**config.mk**
```make
export PLATFORM = sky130hd
export DESIGN_NAME = keypad_scanner
export DESIGN_NICKNAME = d
export VERILOG_FILES = /design/src/rtl/keypad_pkg.sv /design/src/rtl/keypad_prescaler.sv /design/src/rtl/keypad_scanner.sv
export SDC_FILE = /design/constraint.sdc
export NUM_CORES = 1
export LEC_CHECK = 0
export CAP_MARGIN = 20
export CORE_ASPECT_RATIO = 0.5
export CORE_MARGIN = 8
export CORE_UTILIZATION = 50
export CTS_CLUSTER_DIAMETER = 40
export CTS_CLUSTER_SIZE = 20
export DETAILED_ROUTE_END_ITERATION = 12
export GPL_TIMING_DRIVEN = 1
export PLACE_DENSITY = 0.71
export RECOVER_POWER = 25
export SLEW_MARGIN = 30
export SYNTH_ARGS = -nofsm -noshare
export SYNTH_HDL_FRONTEND = slang
export SYNTH_HIERARCHICAL = 1
export SYNTH_SLANG_ARGS = --single-unit
```
**constraint.sdc**
```tcl
create_clock -name clk -period 5.7 [get_ports clk]
set_input_delay 1.425 -clock clk [delete_from_list [all_inputs] [get_ports clk]]
set_output_delay 1.425 -clock clk [all_outputs]
set_load 0.01 [all_outputs]
```
**src/rtl/keypad_pkg.sv**
```systemverilog
// Shared keypad geometry, scanner state encoding and row-priority helper.
package keypad_pkg;
  localparam int NUM_ROWS = 4;
  localparam int NUM_COLS = 4;
  localparam int KEY_W    = 4;

  localparam logic [1:0] ST_SCAN     = 2'd0;
  localparam logic [1:0] ST_DEBOUNCE = 2'd1;
  localparam logic [1:0] ST_PRESSED  = 2'd2;

  // Index of the lowest-numbered active-low row; 0 when none is low.
  function automatic logic [1:0] lowest_low(input logic [NUM_ROWS-1:0] rows);
    lowest_low = 2'd0;
    for (int i = NUM_ROWS - 1; i >= 0; i--) begin
      if (!rows[i]) lowest_low = 2'(i);
    end
  endfunction
endpackage

```
**src/rtl/keypad_prescaler.sv**
```systemverilog
// Scan-rate divider: free-running 0..SCAN_DIV-1 counter, tick high on the last count.
// Tick is combinational from the count register; no backpressure.
module keypad_prescaler #(
  parameter int SCAN_DIV = 50000
) (
  input  logic clk,
  input  logic rst_n,
  output logic tick
);
  localparam int            PW   = $clog2(SCAN_DIV);
  localparam logic [PW-1:0] LAST = PW'(SCAN_DIV - 1);

  logic [PW-1:0] count;

  assign tick = (count == LAST);

  always_ff @(posedge clk or negedge rst_n) begin
    if (!rst_n)    count <= '0;
    else if (tick) count <= '0;
    else           count <= count + PW'(1);
  end
endmodule

```
**src/rtl/keypad_scanner.sv**
```systemverilog
// 4x4 keypad scanner: column drive, row sync, debounce, one-deep key buffer on valid/ready.
// key_valid rises the clk after the final debounce tick; a press arriving while full sets overrun.
module keypad_scanner
  import keypad_pkg::*;
#(
  parameter int SCAN_DIV     = 50000,
  parameter int DEBOUNCE_CNT = 4
) (
  input  logic                clk,
  input  logic                rst_n,
  input  logic [NUM_ROWS-1:0] rows_in,
  output logic [NUM_COLS-1:0] cols_out,
  output logic [KEY_W-1:0]    key_code,
  output logic                key_valid,
  input  logic                key_ready,
  output logic                key_held,
  output logic                overrun
);
  localparam int               CNT_W    = $clog2(DEBOUNCE_CNT + 1);
  localparam logic [CNT_W-1:0] CNT_DONE = CNT_W'(DEBOUNCE_CNT);

  logic                tick;
  logic [NUM_ROWS-1:0] sync1, rows_s;
  logic [1:0]          state, state_nxt;
  logic [1:0]          col_idx, col_nxt;
  logic [1:0]          cand_row, cand_nxt, acc_row;
  logic [CNT_W-1:0]    cnt, cnt_nxt, cnt_inc;
  logic                accept;
  logic                cand_low;

  keypad_prescaler #(.SCAN_DIV(SCAN_DIV)) u_prescaler (
    .clk   (clk),
    .rst_n (rst_n),
    .tick  (tick)
  );

  always_ff @(posedge clk or negedge rst_n) begin
    if (!rst_n) begin
      sync1  <= '1;
      rows_s <= '1;
    end else begin
      sync1  <= rows_in;
      rows_s <= sync1;
    end
  end

  assign cand_low = ~rows_s[cand_row];
  assign cnt_inc  = cnt + CNT_W'(1);

  // Column stays frozen from first low sample until release is debounced.
  always_comb begin
    state_nxt = state;
    col_nxt   = col_idx;
    cand_nxt  = cand_row;
    cnt_nxt   = cnt;
    accept    = 1'b0;
    acc_row   = cand_row;
    if (tick) begin
      case (state)
        ST_SCAN: begin
          if (rows_s != '1) begin
            cand_nxt = lowest_low(rows_s);
            acc_row  = cand_nxt;
            if (DEBOUNCE_CNT == 1) begin
              state_nxt = ST_PRESSED;
              cnt_nxt   = '0;
              accept    = 1'b1;
            end else begin
              state_nxt = ST_DEBOUNCE;
              cnt_nxt   = CNT_W'(1);
            end
          end else begin
            col_nxt = col_idx + 2'd1;
          end
        end
        ST_DEBOUNCE: begin
          if (cand_low) begin
            if (cnt_inc == CNT_DONE) begin
              state_nxt = ST_PRESSED;
              cnt_nxt   = '0;
              accept    = 1'b1;
            end else begin
              cnt_nxt = cnt_inc;
            end
          end else begin
            state_nxt = ST_SCAN;
            cnt_nxt   = '0;
            col_nxt   = col_idx + 2'd1;
          end
        end
        ST_PRESSED: begin
          if (!cand_low) begin
            if (cnt_inc == CNT_DONE) begin
              state_nxt = ST_SCAN;
              cnt_nxt   = '0;
              col_nxt   = col_idx + 2'd1;
            end else begin
              cnt_nxt = cnt_inc;
            end
          end else begin
            cnt_nxt = '0;
          end
        end
        default: begin
          state_nxt = ST_SCAN;
          cnt_nxt   = '0;
        end
      endcase
    end
  end

  always_ff @(posedge clk or negedge rst_n) begin
    if (!rst_n) begin
      state    <= ST_SCAN;
      col_idx  <= 2'd0;
      cand_row <= 2'd0;
      cnt      <= '0;
      cols_out <= 4'b1110;
    end else begin
      state    <= state_nxt;
      col_idx  <= col_nxt;
      cand_row <= cand_nxt;
      cnt      <= cnt_nxt;
      cols_out <= ~(4'b0001 << col_nxt);
    end
  end

  // A simultaneous handshake frees the slot for the newly accepted key.
  always_ff @(posedge clk or negedge rst_n) begin
    if (!rst_n) begin
      key_code  <= '0;
      key_valid <= 1'b0;
      overrun   <= 1'b0;
    end else if (accept) begin
      if (!key_valid || key_ready) begin
        key_code  <= {acc_row, col_idx};
        key_valid <= 1'b1;
      end else begin
        overrun <= 1'b1;
      end
    end else if (key_valid && key_ready) begin
      key_valid <= 1'b0;
    end
  end

  assign key_held = (state == ST_PRESSED);
endmodule

```
Word level (Yosys, flattened, before mapping) --
Cells that the tools add are included.
Storage, ports and cells: output and inout bits 11, register bits 43
Operators by class: $lt $le $gt $ge 1, muxes and demuxes 34, equality and inequality tests 10, shift-type cells 1, reduce and logical (&&, ||, !) cells 10, add/sub/neg operators 3, bitwise logic cells 2
Operators with widths (count):
- 2-to-1 mux 2 bit | 17
- adder 16 x 1 -> 16 bit, second input constant | 1
- equality test 16 bit, second input constant | 1
- 2-to-1 mux 16 bit | 1
- 2-to-1 mux 3 bit | 4
- one-hot mux 2 bit (3 select lines) | 2
- one-hot mux 3 bit (3 select lines) | 1
- 2-to-1 mux 1 bit | 8
- AND reduction 2 bit | 4
- != test 2 x 1 -> 1 bit, second input constant | 3
- AND reduction 5 bit | 1
- != test 4 bit, second input constant | 1
- NOT 4 bit | 1
- left shift 1 x 2 -> 4 bit, first input constant | 1
- adder 3 x 1 -> 3 bit, second input constant | 1
- equality test 3 bit, second input constant | 1
- < comparator 2 x 3 -> 1 bit, second input constant | 1
- != test 3 bit, second input constant | 1
- adder 2 x 1 -> 2 bit, second input constant | 1
- binary-select mux 1 bit (select 2 bit) | 1
- equality test 2 x 1 -> 1 bit, second input constant | 1
- equality test 2 bit, second input constant | 1
- zero test 2 bit | 1
- != test 2 bit, second input constant | 1
- 5 further kinds | 5

Logic depth before layout (Yosys ltp) --
Gate-level depths: netlist of the first run.
word-level depth 8, depth in mapped cells 12, mapped depth without buffers 8

By module --
Netlist of the first run, hierarchy kept.
Modules (own cells, without submodules):
- keypad_scanner | seq. area each 689.4 um^2, times used 1, area an instance 1263.7 um^2, cells each 119
- keypad_prescaler | seq. area each 400.4 um^2, times used 1, area an instance 762.0 um^2, cells each 67

Worst setup path before layout of the first run --
Ideal clock, no wire load.
path kind flip-flop to flip-flop, start register u_prescaler.count[0], end register cols_out[0], stages on the path, launching flop included 13, library setup time 131 ps, buffers on the path 4, setup slack 3097 ps, arrival 2472 ps, path through dfrtp_1 ha_1 and3_1 buf_2 and4_1 buf_6 buf_2 or3b_1 clkbuf_1 nor2_1 a21oi_2 xnor2_1 or3_1
Between the ends: cells in the longest elaborated chain, start to end 4
Ends and longest elaborated chain:
- from (decl) | RTL line keypad_prescaler.sv:13 | logic [PW-1:0] count;
- from (signal assigned) | RTL line keypad_prescaler.sv:20 | else count <= count + PW'(1);
- equality test 16 bit | RTL line keypad_prescaler.sv:15 | assign tick = (count == LAST);
- named net tick | RTL line keypad_scanner.sv:22 | logic tick;
- 2-to-1 mux 2 bit | RTL line keypad_scanner.sv:58 | if (tick) begin
- named net col_nxt[0] | RTL line keypad_scanner.sv:25 | logic [1:0] col_idx, col_nxt;
- left shift 1 x 2 -> 4 bit | RTL line keypad_scanner.sv:124 | cols_out <= ~(4'b0001 << col_nxt);
- NOT 4 bit | RTL line keypad_scanner.sv:124
- to (signal assigned) | RTL line keypad_scanner.sv:124
- to (decl) | RTL line keypad_scanner.sv:12 | output logic [NUM_COLS-1:0] cols_out,
The timed path passes the listed nets, and every way through them passes these cells. A chain may end at the register's enable or synchronous reset.

Final worst setup path of the first run --
start register state[1], end output port key_held
Between the ends: cells in the longest elaborated chain, start to end 1
Ends and longest elaborated chain:
- from (decl) | RTL line keypad_scanner.sv:24 | logic [1:0] state, state_nxt;
- from (signal assigned) | RTL line keypad_scanner.sv:120 | state <= state_nxt;
- equality test 2 bit | RTL line keypad_scanner.sv:146 | assign key_held = (state == ST_PRESSED);
- to (decl) | RTL line keypad_scanner.sv:16 | output logic key_held,
No other way between the ends.

==> results of run 1 <==
==> synthesized netlist by cell type, types with 2 or more instances <==
cell,number
a21oi_1,9
a21o_1,2
nand4_1,5
inv_1,6
xor2_1,8
nand3_1,4
nor2b_1,4
and2_1,2
o21ai_0,8
nor3_1,2
nand2b_1,3
nand2_1,18
nor2_1,15
mux2i_1,3
and4_1,4
dfrtp_1,32
mux2_1,4
xnor2_1,5
buf_2,3
and3_1,2
ha_1,5
dfstp_2,11
clkbuf_1,4
==> power by group through the flow <==
| stage | Clock, mW | Combinational (mW) | Sequential, mW |
|---|---|---|---|
| 6_report | 0.190 | 0.0116 | 0.312 |
| 5_1_grt | 0.209 | 0.0133 | 0.312 |
| 4_1_cts | 0.200 | 0.0124 | 0.312 |
| 3_5_place_dp | 0 | 0.0123 | 0.318 |
| 3_3_place_gp | 0 | 0.0119 | 0.318 |
| 2_1_floorplan | 0 | 0.00225 | 0.317 |
==> per-layer routing <==
metal	part of all wire	track usage	vias to the layer above
met2	0.47	0.203	21
met1	0.46	0.134	662
met3	0.039	0.0303	8
met4	0.024	0.0871	0
met5	0	0	-
li1	-	-	675
==> cell type report <==
class	instances	area, um^2	area share
clock inverter	2	12.5	0.00545
inverter	6	22.5	0.00981
sequential	43	1090	0.475
tap	54	67.6	0.0294
timing repair buffer	17	164	0.0714
clock buffer	6	72.6	0.0316
multi-input combinational	129	867	0.378
==> flip-flops by register name (all words and copies together) (netlist names) <==
register	flops
cand_row	2
cnt	3
col_idx	2
cols_out	4
key_code	4
key_valid	1
overrun	1
rows_s	4
state	2
sync1	4
u_prescaler/count	16
==> stage by stage <==
stage / hold WS [ns] / utilization / power [mW] / cell area (um^2) / instances
after CTS: 0.358 / 0.590 / 0.524 / 2300 / 257
after global placement: 0.347 / 0.568 / 0.330 / 2220 / 249
after detailed placement: 0.347 / 0.568 / 0.330 / 2220 / 249
after floorplan: 0.345 / - / 0.320 / 2030 / 186
final: 0.353 / 0.588 / 0.514 / 2300 / 257
after global routing: 0.362 / 0.588 / 0.535 / 2300 / 257
==> how the worst max path moves through the flow <==
stage / start / to / slack [ns] / cells past startpoint
5_1_grt: rst_n / key_code[2] / 2.24 / 1
3_5_place_dp: state[1] / key_held / 2.84 / 2
6_report: state[1] / key_held / 2.51 / 2
4_1_cts: state[1] / key_held / 2.49 / 2
3_3_place_gp: state[1] / key_held / 2.85 / 2
2_1_floorplan: u_prescaler/count[0] / cols_out[0] / 3.10 / 12
==> logic make-up (layout without fill, tap and decap cells) <==
group                      Yosys count  in the layout  synth area share
AOI/OAI and AO/OA                   31             31            0.0964
adders and majority gates            5              5            0.0309
DFF                                 43             43             0.538
xor gates and xnor gates            13             13            0.0562
buffers and inverters               14             31            0.0315
muxes                                8              8            0.0482
and+or+nand+nor                     72             72             0.199
==> impl_results.md, run 1 <==
* Share of the synthesized area in the top cell type at 0.395
* CP top delay family: buffers and inverters
* Antenna Nets Post-Route at 0
* Drt drc at 0
* Full die area at 6470 um^2
* Crit path DAT at 1.77 ns
* Largest stage delay, worst path at 0.59 ns
* Worst-path clk slew at 0.08 ns
* Die Y at 61.0 um
* Initial DRC count at 58
* Final max-slew violation count at 44
* Clock share of power at 0.371
* Buf/Inv on CP at 1
* Total I/O pin count at 18
* Ranking of synthesized cells by area: dfrtp_1 40%, dfstp_2 14%, xor2_1 3.5%
* Unrepaired setup endpoints after global routing: false
* Switching portion of total power at 0.222
* Yosys warns at 6
* VDD IR max at 96.9 uV
* Post-CTS Hold Buffers at 0
* Sink Count at 43
* Starting density of the core at 0.519
* Share of layout cells above drive strength 1 at 0.123
* WS Path Type: flip-flop to output port
* Period minus WS final at 3.19 ns
* Synthesized area per cell at 10.9 um^2
* Total CTS buffers at 5
* H-tree levels at 2
* Worst-path cell chain: nor2b_1 > clkdlybuf4s50_1
* GR Overflow Total at 0
* Most common cell after layout, fill and taps aside: dfrtp_1
* Setup TNS at 0 ns
* Post-DR vias/cell at 5.32
* Worst rel slew slack at -0.435
* GR Util All Layers at 0.120
* Synthesized Nets at 198
* Post-DR wirelength/cell at 13.8 um
* Period utilisation layout at 0.560
* Internal at 400 uW
* Sequential Power Share at 0.607
* First-pass GRT wire length at 6070 um
* Post-synthesis cell count at 186
* Diodes inserted at 0
* Critical R2R Capture: cols_out[0]
* Pre-CTS WS at 2.84 ns
* Startpoint Class: flip-flop
* GP Congestion at 0.780
* Slew @ Worst Pin at 2.15 ns
* Final hold viol count at 0
* Psw at 114 uW
* Synth Flop Type: dfrtp_1
* Nature of the critical path endpoint: output port
* Vias at 1366
* Power Dens Cells at 224 nW/um^2
* Fmax at 313 MHz
* Comb power frac at 0.022
* CTS tree: done
* Max Fanout on Critical Path at 13
* Worst Clk Skew at 0.00849 ns
* Failing checks: capacitance limit, slew limit
* Setup violations, final at 0
* Post-synthesis cell area at 2030 um^2
* Leak Pwr at 1.03 nW
* Initial antenna violation count at 0
* Post-synth EDFFs at 0
* Yosys cell types at 50
* Core ar. at 3900 um^2
* Worst hold stages at 0
* Hold endpoint: rows_s[0]
* Pin count of the biggest net entering global routing at 44
* CTS resizes at 0
* Wirelength, routed at 3560 um
* R2r setup slk at 2.86 ns
* DR pass1 iterations at 4
* Fillers at 334
* Post-synth top area cell: dfrtp_1
* Die width at 106 um
* Setup Buffers After CTS at 0
* Reg2reg path depth at 8
* Commonest cells after routing, fill and taps aside: 32 x dfrtp_1, 18 x nand2_1, 16 x clkdlybuf4s50_1
* Hold Path Class: flip-flop to flip-flop
* Worst skew pair latency at 0.30 ns
* Clock Path Buffers at 2
* #FFs+latches synth at 43
* Std-Cell Rows at 16
* Nets at 214
* # Max-Cap Violations at 1
* Root buffer cell: clkbuf_8
* Seq/Total Area, Yosys at 0.538
* Hold wc startpoint: sync1[0]
* Area growth syn-to-layout at 13.3%
* Final Worst Setup Slack at 2.51 ns
* Vias in the first global route at 1386
* Number of I/O port buffers at 17
* Detailed Place HPWL at 2510 um
* Post-synth ARST share at 1.00
* Req. time, crit path at 4.28 ns
* Critical path's slowest cell: clkdlybuf4s50_1
* R2r startpoint: u_prescaler/count[0]
* Status: complete, but fails checks
Power figures use the tool's default switching activity.
==> run 2, diff against run 1 <==
PLACE_DENSITY = 0.73   (was 0.71)
clock period = 2.78 ns   (was 5.7 ns; I/O delays follow)
==> run 2 against run 1 <==
  * The run now ends clean
  * Sequential cell count stayed put
  * Design area is 3.3% higher
  * Clock skew down 0.0044 ns
  * Die area unchanged
  * Wire length rose by 1.5%
  * Via count grew 3.0%
  * Critical path type is now flip-flop to flip-flop
  * Largest power group unchanged
==> impl_results.md, run 2 (same netlist as run 1, synthesis figures left out) <==
* Critical R2R Capture: cols_out[0]
* R2r setup slk at 0.22 ns
* Post-DR wirelength/cell at 13.9 um
* GR Overflow Total at 0
* Share of layout cells above drive strength 1 at 0.156
* Worst skew pair latency at 0.30 ns
* Critical Path Start: u_prescaler/count[0]
* Final hold viol count at 0
* Period minus WS final at 2.56 ns
* Drt drc at 0
* Period utilisation layout at 0.921
* Unrepaired setup endpoints after global routing: false
* CTS tree: done
* Hold Path Class: flip-flop to flip-flop
* Setup TNS at 0 ns
* GP Congestion at 0.794
* Startpoint Class: flip-flop
* Pin count of the biggest net entering global routing at 44
* CTS resizes at 0
* Fmax at 391 MHz
* Crit path DAT at 2.74 ns
* CP Capture Point: cols_out[0]
* Cells after DPL at 251
* Req. time, crit path at 2.96 ns
* Area growth syn-to-layout at 17.0%
* Buf/Inv on CP at 0
* Sink Count at 43
* H-tree levels at 2
* Final max-slew violation count at 0
* Status: finished, final reports clean
* Vias in the first global route at 1361
* Power Dens Cells at 524 nW/um^2
* Worst Clk Skew at 0.00406 ns
* Leak Pwr at 1.07 nW
* Setup violations, final at 0
* Root buffer cell: clkbuf_8
* Full die area at 6470 um^2
* Total power at 1.24 mW
* Die Y at 61.0 um
* Vias at 1407
* Most common cell after layout, fill and taps aside: dfrtp_1
* Die width at 106 um
* VDD IR max at 285 uV
* Number of I/O port buffers at 17
* Total I/O pin count at 18
* Slew @ Worst Pin at 1.04 ns
* Diodes inserted at 0
* Nature of the critical path endpoint: flip-flop
* Wirelength, routed at 3610 um
* Antenna Nets Post-Route at 0
* GR Util All Layers at 0.122
* Max FFs per register at 16
* Critical path's slowest cell: or3b_1
* DR pass1 iterations at 4
* Post-DR vias/cell at 5.43
* Core ar. at 3900 um^2
* Initial antenna violation count at 0
* Clock Path Buffers at 2
* Commonest cells after routing, fill and taps aside: 32 x dfrtp_1, 18 x nand2_1, 16 x clkdlybuf4s50_1
* Initial DRC count at 69
* Worst-path cell chain: ha_1 > and3_1 > and4_4 > or3b_1 > nor2_1 > a21oi_2 > xnor2_1 > or3_1
* First-pass GRT wire length at 6170 um
* Nets at 216
* WS Path Type: flip-flop to flip-flop
* CP top delay family: simple AND/OR/NAND/NOR gates
* Starting density of the core at 0.519
* Max Fanout on Critical Path at 10
* Worst-path clk slew at 0.08 ns
* Worst rel slew slack at 0.309
* Largest register by flop count: u_prescaler/count
* Reg2reg path depth at 8
* Post-Layout Cell Count at 259
* WP depth at 8
* Std-Cell Rows at 16
* Post-CTS Hold Buffers at 0
* Setup Buffers After CTS at 0
* R2r startpoint: u_prescaler/count[0]
* Largest stage delay, worst path at 0.44 ns
* Total CTS buffers at 5
* # Max-Cap Violations at 0
* Detailed Place HPWL at 2450 um
run 2: cell types whose count changed in the layout (fill, tap and decap cells not counted), sizes merged:
cell | previous run | this run
clkinv | 1 | 0
buf | 0 | 2
bufinv | 0 | 2
clkbuf | 7 | 6
run 2: how the worst min path moves through the flow:
| stage | start | to | slack [ns] | depth (start not counted) |
|---|---|---|---|---|
| finish | sync1[2] | rows_s[2] | 0.36 | 0 |
| detailed placement | sync1[2] | rows_s[2] | 0.35 | 0 |
| global placement | sync1[0] | rows_s[0] | 0.35 | 0 |
| CTS | sync1[2] | rows_s[2] | 0.36 | 0 |
| global route | sync1[2] | rows_s[2] | 0.36 | 0 |
| floorplan | sync1[0] | rows_s[0] | 0.35 | 0 |
run 2: per-stage QoR:
stage          setup slack [ns]  utilization  hold WS, ns  area, um^2
2_1_floorplan             0.177            -        0.345        2030
3_3_place_gp              0.212        0.572        0.346        2230
3_5_place_dp              0.140        0.572        0.347        2230
4_1_cts                   0.121        0.607        0.359        2370
5_1_grt                 0.00248        0.607        0.363        2370
6_report                  0.221        0.607        0.358        2370
run 2: routing by layer:
| metal | wire, um | part of all wire | up-vias | global-route usage |
|---|---|---|---|---|
| li1 | - | - | 680 | - |
| met1 | 1670 | 0.46 | 687 | 0.139 |
| met2 | 1660 | 0.46 | 34 | 0.201 |
| met3 | 219 | 0.061 | 6 | 0.0543 |
| met4 | 57 | 0.016 | 0 | 0.0515 |
| met5 | 0 | 0 | - | 0 |
run 2: area by class of cell:
cell class | instances | area (um^2)
inverters | 6 | 22.5
multi-input cells | 129 | 875
repair buffers | 19 | 180
clock inverters | 3 | 67.6
clock buffers | 5 | 68.8
well taps | 54 | 67.6
flip-flops and latches | 43 | 1090
fillers | 326 | 1530
run 2: power by group:
part           total [mW]  switching [mW]  internal [mW]
sequential          0.640         0.00386          0.636
clock               0.579           0.221          0.358
combinational      0.0241          0.0155        0.00864
total                1.24           0.240           1.00
run 2: worst register-to-register path, stage by stage (launching register included):
cell	delay, ns
dfrtp_1	0.39
ha_1	0.19
and3_1	0.28
and4_4	0.32
or3b_1	0.44
nor2_1	0.19
a21oi_2	0.07
xnor2_1	0.18
or3_1	0.38
